--- src/rtl/latch_buf.sv ---
// In-order holding buffer that captures din on each synchronous rising edge of
// the load strobe and hands entries to a consumer through pop.
module latch_buf #(
  parameter int WIDTH = 16,
  parameter int DEPTH = 4
) (
  input  logic                       clk,
  input  logic                       rst,
  input  logic [WIDTH-1:0]           din,
  input  logic                       load,
  input  logic                       pop,
  input  logic                       clr,
  output logic [WIDTH-1:0]           go,
  output logic                       valid,
  output logic                       full,
  output logic [$clog2(DEPTH):0]     count,
  output logic                       overflow
);

  localparam int PTR_W = $clog2(DEPTH);
  localparam int CNT_W = PTR_W + 1;
  localparam logic [CNT_W-1:0] DEPTH_C = CNT_W'(DEPTH);
  localparam logic [PTR_W-1:0] PTR_ONE = PTR_W'(1);
  localparam logic [CNT_W-1:0] CNT_ONE = CNT_W'(1);

  logic [WIDTH-1:0] mem_q [DEPTH];

  logic             load_q, load_d;
  logic [PTR_W-1:0] wr_ptr_q, wr_ptr_d;
  logic [PTR_W-1:0] rd_ptr_q, rd_ptr_d;
  logic [CNT_W-1:0] count_q, count_d;
  logic             ovf_q, ovf_d;

  logic push;
  logic pop_acc;
  logic push_acc;
  logic wr_en;

  assign push     = load & ~load_q;
  assign pop_acc  = pop & (count_q != '0);
  // A pop in the same cycle frees the slot, so a full buffer can still accept.
  assign push_acc = push & ((count_q != DEPTH_C) | pop_acc);
  assign wr_en    = push_acc & ~clr;

  always_comb begin
    load_d   = load;
    wr_ptr_d = wr_ptr_q;
    rd_ptr_d = rd_ptr_q;
    count_d  = count_q;
    ovf_d    = ovf_q;
    if (clr) begin
      wr_ptr_d = '0;
      rd_ptr_d = '0;
      count_d  = '0;
      ovf_d    = 1'b0;
    end else begin
      if (pop_acc) begin
        rd_ptr_d = rd_ptr_q + PTR_ONE;
      end
      if (push_acc) begin
        wr_ptr_d = wr_ptr_q + PTR_ONE;
      end
      if (push_acc && !pop_acc) begin
        count_d = count_q + CNT_ONE;
      end else if (pop_acc && !push_acc) begin
        count_d = count_q - CNT_ONE;
      end
      if (push && !push_acc) begin
        ovf_d = 1'b1;
      end
    end
  end

  // load_q resets high so a strobe held through reset release is not a capture.
  always_ff @(posedge clk or posedge rst) begin
    if (rst) begin
      load_q   <= 1'b1;
      wr_ptr_q <= '0;
      rd_ptr_q <= '0;
      count_q  <= '0;
      ovf_q    <= 1'b0;
    end else begin
      load_q   <= load_d;
      wr_ptr_q <= wr_ptr_d;
      rd_ptr_q <= rd_ptr_d;
      count_q  <= count_d;
      ovf_q    <= ovf_d;
    end
  end

  // Storage carries no reset; occupancy is tracked solely by count_q.
  always_ff @(posedge clk) begin
    if (wr_en) begin
      mem_q[wr_ptr_q] <= din;
    end
  end

  assign valid    = (count_q != '0);
  assign full     = (count_q == DEPTH_C);
  assign count    = count_q;
  assign overflow = ovf_q;
  assign go       = valid ? mem_q[rd_ptr_q] : '0;

endmodule

--- config.mk ---
export PLATFORM = sky130hd
export DESIGN_NAME = latch_buf
export DESIGN_NICKNAME = d
export VERILOG_FILES = /design/src/rtl/latch_buf.sv
export SDC_FILE = /design/constraint.sdc
export NUM_CORES = 1
export LEC_CHECK = 0
export CAP_MARGIN = 5
export CORE_ASPECT_RATIO = 1.75
export CORE_MARGIN = 2
export CORE_UTILIZATION = 30
export DETAILED_ROUTE_END_ITERATION = 12
export GPL_ROUTABILITY_DRIVEN = 0
export SLEW_MARGIN = 20
export SYNTH_ARGS = -nofsm -noshare
export SYNTH_HDL_FRONTEND = slang
export SYNTH_SLANG_ARGS = --single-unit
export TNS_END_PERCENT = 10
--- constraint.sdc ---
create_clock -name clk -period 4.4 [get_ports clk]
set_input_delay 0.66 -clock clk [delete_from_list [all_inputs] [get_ports clk]]
set_output_delay 0.66 -clock clk [all_outputs]
set_load 0.01 [all_outputs]
Word level (Yosys, flattened, before mapping)
Memories as Yosys holds them, arrays and structs flattened.
Cells that the tools add are included.
{"block": "word_totals", "reg_bits": 9, "ramBits": 64, "in_bits": 21, "out_inout_bits": 22, "word_cells": 41, "mem_count": 1}
{"memory": "mem_q", "depth": 4, "word_bits": 16, "rd": 1, "rd_clocked_by_memory_dff": 0, "wr": 1, "line_no": "26", "rtl": "logic [WIDTH-1:0] mem_q [DEPTH];"}
{"block": "op_classes", "n_addsub": 4, "n_eq_ne": 2, "muxes": 12, "n_bitwise": 7, "n_reduce_logical": 10}
{"cell": "two-way mux 16 bit", "n": 1}
{"cell": "two-way mux 3 bit", "n": 3}
{"cell": "two-way mux 2 bit", "n": 4}
{"cell": "nonzero test 2 bit", "n": 3}
{"cell": "nonzero test 3 bit", "n": 2}
{"cell": "adder 2 x 1 -> 2 bit (second input constant)", "n": 2}
{"cell": "AND 1 bit", "n": 4}
{"cell": "two-way mux 1 bit", "n": 4}
{"cell": "adder 3 x 1 -> 3 bit (second input constant)", "n": 1}
{"cell": "equality test 3 bit (second input constant)", "n": 1}
{"cell": "logical AND 1 bit", "n": 3}
{"cell": "!= test 3 bit (second input constant)", "n": 1}
{"cell": "subtractor 3 x 1 -> 3 bit (second input constant)", "n": 1}
{"cell": "logical NOT 1 bit", "n": 2}
{"cell": "inverter 1 bit", "n": 2}
{"cell": "OR 1 bit", "n": 1}

Longest topological paths before layout
{"block": "logic_depth", "ltp_word": 9, "depth_mapped": 7, "mapped_depth_nobuf": 7}

Least setup slack after synthesis
OpenSTA, ideal clock, no wires.
{"block": "synth_timing", "kind": "input to register", "start": "input port load", "end": "register count_q[2] (netlist: count[2])", "setup_time_ns": 0.134, "t_arrival_ns": 1.912, "required_ns": 4.266, "setup_slack_ns": 2.353, "cell_stages": 7, "path_buffers": 0, "path_cell_list": "and2b_4 > nand2_1 > nor2_1 > fa_1 > or3_1 > a31oi_1 > a21oi_1"}
{"block": "synth_between", "elab_chain_len": 5, "elab_cells_between_ends": 8}
{"element": "from (decl)", "line_no": "10", "rtl": "input logic load,"}
{"element": "AND 1 bit *", "line_no": "39", "rtl": "assign push = load & ~load_q;"}
{"element": "AND 1 bit *", "line_no": "42", "rtl": "assign push_acc = push & ((count_q != DEPTH_C) | pop_acc);"}
{"element": "logical AND 1 bit or logical NOT 1 bit (tied branches)", "line_no": "63, 65"}
{"element": "two-way mux 3 bit or logical AND 1 bit (tied branches)", "line_no": "63, 65"}
{"element": "two-way mux 3 bit or nonzero test 3 bit (tied branches)"}
{"element": "to (signal assigned)", "line_no": "86", "rtl": "count_q <= count_d;"}
{"element": "to (decl)", "line_no": "31", "rtl": "logic [CNT_W-1:0] count_q, count_d;"}
Every way passes the cells marked *; elsewhere a longest branch is shown, timed or not.
A chain may end at the register's enable or synchronous reset.

Worst setup path in the final report
{"block": "layout_timing", "start": "register rd_ptr_q[0]", "end": "output port go[13]"}
{"block": "layout_between", "elab_chain_len": 2}
{"element": "from (decl)", "line_no": "30", "rtl": "logic [PTR_W-1:0] rd_ptr_q, rd_ptr_d;"}
{"element": "from (signal assigned)", "line_no": "85", "rtl": "rd_ptr_q <= rd_ptr_d;"}
{"element": "memory (4 x 16 bit)"}
{"element": "two-way mux 16 bit", "line_no": "102", "rtl": "assign go = valid ? mem_q[rd_ptr_q] : '0;"}
{"element": "to (decl)", "line_no": "13", "rtl": "output logic [WIDTH-1:0] go,"}
Every way passes these cells.

==> impl_metrics.csv <==
group,metric,value,unit
critical_path,cp.arrival,2.42,ns
detailed_routing,drcViolationCount,0,
yosys,synth.distinct_cells,31,
power,p_leak,1.32,nW
floorplan,dieWidth,80.1,µm
final_layout,final_nets,238,
grt,grt_usage,11.1,%
timing,setup_violations,0,
clocking,post_cts_buffers,0,
final_layout,syn2layout_area_growth,27.0,%
clocking,clock_latency,0.32,ns
grt,grt_max_degree,20,
yosys,yosysSeqAreaShare,70.6,%
grt,grt-ovfl-total,0,
timing,tightest_slew,0.836,ns
detailed_routing,wire_per_inst,15.8,µm
timing,fmax,324,MHz
critical_path,critPathLaunchType,"flop",
detailed_routing,vias,1557,
yosys,netlist_area,3040,µm²
power,p_per_area,513,nW/µm²
yosys,syn_avg_cell_area,18.4,µm²
yosys,synthCells,165,
placed_design,io_buffers,42,
placed_design,dpl.hpwl,3690,µm
timing,finalCritPeriodShare,70.1,%
critical_path,end_kind,"output pin",
clocking,cts_buffers,9,
floorplan,dieHeight,137,µm
detailed_routing,drt-initial-drc-count,88,
timing,finalSetupTns,0,ns
placed_design,pre_cts_slack,1.48,ns
clocking,h-tree-depth,3,
detailed_routing,viasPerCell,4.55,
timing,whs,0.536,ns
clocking,cts_resized,0,
critical_path,crit_start,"rd_ptr_q[0]",
worst_hold_path,hold_path_startpoint,"overflow",
floorplan,die-area,11000,µm²
power,power.total,0.00199,W
final_layout,final_cell_mix,"edfxtp_1 (64), clkdlybuf4s50_1 (42), and2_1 (21)",
yosys,synth_ff_type,"edfxtp_1",
grt,grt_antenna_before_repair,0,
yosys,ys_warn_count,0,
yosys,synth_nets,191,
job,cap_violations,0,
final_layout,antennaDiodeCount,0,
final_layout,final_layout_size_suffix_gt1_share,12.9,%
timing,max-slew-margin-rel,44.2,%
timing,finalHoldViolCount,0,
yosys,postSynth.asyncResetShare,12.3,%
final_layout,instances_no_fill,342,
yosys,synth_edf_count,64,
status,outcome,"completed",
detailed_routing,drt-total-wl,5400,µm
clocking,cts_tree,"yes",
floorplan,ioPinCount,43,
clocking,cts-root-buf,"clkbuf_16",
grt,grt_pass1_wl,8790,µm
clocking,cts.sinks,73,
timing,clock_skew,0.00366,ns
critical_path,crit_type,"flop to output pin",
power,peakVddDrop,0.273,mV
detailed_routing,firstDrtPassIters,4,
clocking,clock_path_buffers,2,
yosys,ys_ff_latch,73,
clocking,clkSlewWorstSetupHoldPaths,0.05,ns
floorplan,std_cell_rows,48,
floorplan,start_util,30.9,%
grt,grt_pass1_vias,1716,
worst_hold_path,hold_class,"flop to flop",
clocking,cts-hold-fix-buffers,0,
timing,layout_setup_ws,1.32,ns
critical_path,required,3.74,ns
timing,period_minus_slack,3.08,ns
timing,rsz0062_at_grt,"no",
detailed_routing,antenna_left,0,
timing,drv_slew,0,
floorplan,coreArea,9850,µm²
critical_path,crit_fanout,13,
critical_path,regToRegStartpoint,"count[1]",
placed_design,place_inst,326,
final_layout,final_common_cell,"edfxtp_1",
[state kept, by name, indices dropped and copies added, names as in the netlist]
register / cells
count: 3
rd_ptr_q: 2
load_q: 1
overflow: 1
wr_ptr_q: 2
mem_q: 64
[metrics by stage]
stage               utilization, %  area [µm²]
detailed placement            36.3        3570
global route                  39.3        3870
global placement              36.3        3570
finish                        39.3        3870
floorplan                        -        3040
CTS                           39.3        3870
[routing by layer]
layer  vias up  routed length (µm)  track usage, %
met3        11                 213            2.75
li1        734                   -               -
met2        37                3030            20.2
met4         0                 148            6.78
met5         -                   0               0
met1       775                2010            11.1
[logic make-up after synthesis]
kind of cell	share of synthesized area (%)
DFF	70.6
adders and majority gates	2.30
muxes	13.5
buffers and inverters	2.67
and+or+nand+nor	7.77
AOI/OAI and AO/OA	2.05
xor gates and xnor gates	1.15
[area by class of cell]
class,count,area [µm²]
tap,125,156
clock inverter,2,10.0
clock buffer,14,284
sequential,73,2150
multi-input combinational,78,815
timing repair buffer,43,428
fill,942,5980
inverter,7,26.3
[final timing paths]
path	endpoint	slack (ns)	cells past startpoint
worst min register to register	overflow	0.54	2
max in group asynchronous	load_q	3.49	2
worst max-delay path	go[13]	1.32	4
min in group asynchronous	wr_ptr_q[1]	0.60	2
worst max register to register	count[2]	2.15	7
worst min-delay path	overflow	0.54	2
[worst max-delay path: stages (launching register included)]
cell	delay, ns
dfrtp_1	0.52
buf_4	0.33
mux4_1	0.60
and2_1	0.18
clkdlybuf4s50_1	0.47
[synth_stat cells, drive strengths merged, types with 3 or more instances]
| library cell | instances | area [µm²] |
|---|---|---|
| ha | 4 | 50.1 |
| and2 | 21 | 131 |
| mux4 | 16 | 390 |
| buf | 6 | 51.3 |
| dfrtp | 8 | 200 |
| nand3 | 4 | 20.0 |
| edfxtp | 64 | 1920 |
| nor2 | 8 | 30.0 |
| nand2 | 3 | 11.3 |
| inv | 7 | 26.3 |
[power breakdown]
group	internal [W]	total, W	leakage (nW)	switching [W]
clock network	0.000441	0.000680	0.149	0.000240
registers	0.000780	0.000817	0.698	0.0000376
logic	0.000282	0.000488	0.474	0.000206
No activity file was read; power rests on OpenSTA's default activity.
